[src/rtl/bcd_add_if.sv]
// Digit-level bus for the registered BCD adder: operands and carry-in toward
// the adder, corrected digit, decimal carry and error flag back out.
interface bcd_add_if;
  logic [3:0] a;
  logic [3:0] b;
  logic       cin;
  logic [3:0] sum;
  logic       carry;
  logic       err;

  modport master (
    output a, b, cin,
    input  sum, carry, err
  );

  modport slave (
    input  a, b, cin,
    output sum, carry, err
  );
endinterface

[src/rtl/bcd_add.sv]
// Single-digit BCD adder with registered outputs. Chain carry into the next
// digit's cin to build multi-digit decimal adders (one cycle per digit).
module bcd_add (
  input  logic      clk,
  input  logic      rst,
  bcd_add_if.slave  bus
);

  logic [4:0] binSum;
  logic [3:0] sum_d, sum_q;
  logic       carry_d, carry_q;
  logic       err_d, err_q;

  // Out-of-range digits still take the normal arithmetic path; err is their only marker.
  always_comb begin
    binSum  = {1'b0, bus.a} + {1'b0, bus.b} + {4'b0000, bus.cin};
    sum_d   = binSum[3:0];
    carry_d = 1'b0;
    if (binSum > 5'd9) begin
      sum_d   = binSum[3:0] + 4'd6;
      carry_d = 1'b1;
    end
    err_d = (bus.a > 4'd9) | (bus.b > 4'd9);
  end

  always_ff @(posedge clk) begin
    if (rst) begin
      sum_q   <= 4'd0;
      carry_q <= 1'b0;
      err_q   <= 1'b0;
    end else begin
      sum_q   <= sum_d;
      carry_q <= carry_d;
      err_q   <= err_d;
    end
  end

  assign bus.sum   = sum_q;
  assign bus.carry = carry_q;
  assign bus.err   = err_q;

endmodule

[src/flat_wrapper.sv]
// flat-port wrapper written by rule: the top's interface ports become plain ports
module bcd_add_flat 
  (clk, rst, bus_a, bus_b, bus_cin, bus_sum, bus_carry, bus_err);
  bcd_add_if bus_i ();
  input  logic clk;
  input  logic rst;
  input wire logic [$bits(bus_i.a)-1:0] bus_a;
  input wire logic [$bits(bus_i.b)-1:0] bus_b;
  input wire logic [$bits(bus_i.cin)-1:0] bus_cin;
  output wire logic [$bits(bus_i.sum)-1:0] bus_sum;
  output wire logic [$bits(bus_i.carry)-1:0] bus_carry;
  output wire logic [$bits(bus_i.err)-1:0] bus_err;
  assign bus_i.a = bus_a;
  assign bus_i.b = bus_b;
  assign bus_i.cin = bus_cin;
  assign bus_sum = bus_i.sum;
  assign bus_carry = bus_i.carry;
  assign bus_err = bus_i.err;
  bcd_add u_core (.clk(clk), .rst(rst), .bus(bus_i));
endmodule
[config.mk]
export PLATFORM = sky130hd
export DESIGN_NAME = bcd_add_flat
export DESIGN_NICKNAME = d
export VERILOG_FILES = /design/src/rtl/bcd_add_if.sv /design/src/rtl/bcd_add.sv /design/src/flat_wrapper.sv
export SDC_FILE = /design/constraint.sdc
export NUM_CORES = 1
export LEC_CHECK = 0
export ABC_AREA = 1
export CORE_AREA = 2 2 39 41
export CTS_CLUSTER_DIAMETER = 60
export CTS_CLUSTER_SIZE = 16
export DETAILED_ROUTE_END_ITERATION = 6
export DIE_AREA = 0 0 41 43
export PLACE_DENSITY = 0.71
export SLEW_MARGIN = 20
export SYNTH_ARGS = -nofsm -noshare
export SYNTH_HDL_FRONTEND = slang
export SYNTH_SLANG_ARGS = --single-unit
[constraint.sdc]
create_clock -name clk -period 2.2 [get_ports clk]
set_input_delay 0.22 -clock clk [delete_from_list [all_inputs] [get_ports clk]]
set_output_delay 0.22 -clock clk [all_outputs]
set_load 0.1 [all_outputs]
==> run metrics, run 1 <==
status completed; clock tree buffer depth 2; vias in the first global route 427; Port Buffers 16; # DRC 0; PwrDens 778 nW/µm²; GR Layer Usage met2 23.8%; total count of hold-check failures in the final report 0; Starting DRT DRC Count 6; wire length per cell 9.60 µm; grt total ovfl 0; met1 Resource Use GR 14.4%; Clock transition at path regs 0.04 ns; Distinct cells, synth 14; fin crit share 94.5%; GRT Max-Usage Layer met2; Detail Route Antenna Nets 0; Mean Syn Cell Area 7.22 µm²; TritonCTS clock tree done; sequential share of the synthesized area 27.7%; RSZ-0062 raised after global routing false; CTS Buf Count 3; relative slew slack 81.6%; All-Layer GR Usage 13.6%; Die Y 43 µm; ant diodes 0; Hold Crit Depth 4; dpl ws -0.335 ns; routed wire length 950 µm; syn_nets 77; Critical Path Sink Type register; cts hold-fix bufs 0; non-filler cells in the finished layout 99; DP Wirelength 811 µm; routability cong. 0.733; Max Clk Rate 481 MHz; boundary pin count 17; die area 1760 µm²; Final min period 2.08 ns; Layout area overhead 54.9%; most frequent cells in the layout inv_1 (10), buf_4 (10), nand2_1 (9); area of the multi-input gates 283 µm²; cell area after synthesis 433 µm²; largest net degree at the start of global routing 7; Worst Max-Slew Pin Slew 0.278 ns; Worst EP required 2.34 ns; crit start category primary input; kind of critical path in -> reg; HP Class in -> reg; # fillers 138; Setup-failing EPs final 0; Leakage 0.349 nW; H-tree level count 1; Die X 41 µm; clk sink count 6; Via density 4.47; Final WS setup 0.121 ns; clk root buf clkbuf_4; max_cap viols 0; drt pass-1 iters 2; Arr. time, crit path 2.21 ns; dpl cells 95; setup TNS 0 ns; WHS 0.479 ns; Starting Density 31.3%; first-pass GRT wire length 1.65 mm; Pins Over Slew Limit 0; proportion of layout cells with a drive suffix above 1 30.1%; initial antenna violation count 0; Cell Rows 14; FF/Latch Area 120 µm²; Crit Path Max Fanout 5; net count reported at finish 102; VDD IR-drop max 220 µV; Yosys warnings 0; vias 443; met3 Track Usage GR 0%; Seq cells post-synth 6; area of the core 1380 µm²; Mapped Cells 60
==> Yosys cell counts <==
library cell | number | share of area [%]
dfxtp_1 | 6 | 28
o21ai_0 | 3 | 3.5
a21oi_2 | 1 | 2.0
o211ai_1 | 1 | 1.7
fa_1 | 2 | 9.2
inv_1 | 10 | 8.7
nand2_1 | 9 | 7.8
nor2_1 | 6 | 5.2
a21oi_1 | 6 | 6.9
ha_1 | 4 | 12
nand3_1 | 6 | 6.9
inv_2 | 2 | 1.7
nand2_2 | 3 | 4.3
nand2_4 | 1 | 2.6
==> critical path: stages <==
cell and delay, ns:
clkdlybuf4s50_1 0.43, fa_2 0.36, fa_2 0.55, inv_1 0.06
ha_2 0.18, a21oi_2 0.12, nand2_2 0.10, a21oi_2 0.15
nor2_1 0.05
==> state kept, by name (all words and copies together) (netlist names) <==
register and cells:
u_core.bus.carry 1, u_core.bus.err 1, u_core.bus.sum 4
==> metal layers <==
| metal | vias to the layer above | part of all wire, % |
|---|---|---|
| li1 | 236 | - |
| met1 | 199 | 42 |
| met2 | 8 | 55 |
| met3 | 0 | 3.7 |
| met4 | 0 | 0 |
| met5 | - | 0 |
==> logic make-up (layout without fill, tap and decap cells) <==
kind of cell / count (synthesis) / after routing / synth area share, %
buffers and inverters: 12 / 35 / 10.4
adder cells (fa/ha/maj): 6 / 6 / 20.8
flip-flops: 6 / 6 / 27.7
AND/OR/NAND/NOR: 25 / 25 / 26.9
AO/OA/AOI/OAI: 11 / 11 / 14.2
==> worst paths after layout <==
path,endpoint,slack (ns),start
max,u_core.bus.sum[2],0.12,bus_cin
min,u_core.bus.sum[0],0.48,bus_b[0]
==> per-stage QoR <==
stage               area (µm²)  power, mW  util, %
global route               671      0.558     48.5
finish                     671      0.522     48.5
floorplan                  433      0.339        -
detailed placement         621      0.415     44.8
CTS                        648      0.519     46.8
global placement           621      0.410     44.8
==> report_power, final <==
part	switching (mW)	leakage (nW)	internal (mW)
sequential	0.00376	0.0501	0.125
clock	0.0376	0.0138	0.0616
combinational	0.202	0.285	0.0918
==> timing repair <==
item / in CTS / in global routing
cloned: 0 / 0
gates resized for setup: 2 / 5
setup endpoints to repair: 2 / 3
pin swaps: 0 / 3
buffers inserted: 0 / 1
==> area by class of cell <==
class                      instances  area share (%)
clock buffer                       3            3.36
tap                               16            2.99
multi-input combinational         42            42.2
inverter                          12            6.72
timing repair buffer              20            26.9
sequential                         6            17.9
Note: power is estimated with default switching activity, not from simulation.
==> run 2, diff against run 1 <==
--- a/config.mk
+++ b/config.mk
@@ -6,6 +6,7 @@
 export NUM_CORES = 1
 export LEC_CHECK = 0
 export ABC_AREA = 1
+export ABC_CLOCK_PERIOD_IN_PS = 2200
 export CORE_AREA = 2 2 39 41
 export CTS_CLUSTER_DIAMETER = 60
 export CTS_CLUSTER_SIZE = 16
==> results of run 2 <==
Same layout as run 1: the final DEF is identical, and so are final timing and power.
==> run 3, diff against run 2 <==
--- a/config.mk
+++ b/config.mk
@@ -9,7 +9,6 @@
 export ABC_CLOCK_PERIOD_IN_PS = 2200
 export CORE_AREA = 2 2 39 41
 export CTS_CLUSTER_DIAMETER = 60
-export CTS_CLUSTER_SIZE = 16
 export DETAILED_ROUTE_END_ITERATION = 6
 export DIE_AREA = 0 0 41 43
 export PLACE_DENSITY = 0.71
==> results of run 3 <==
Same layout as run 1: the final DEF is identical, and so are final timing and power.
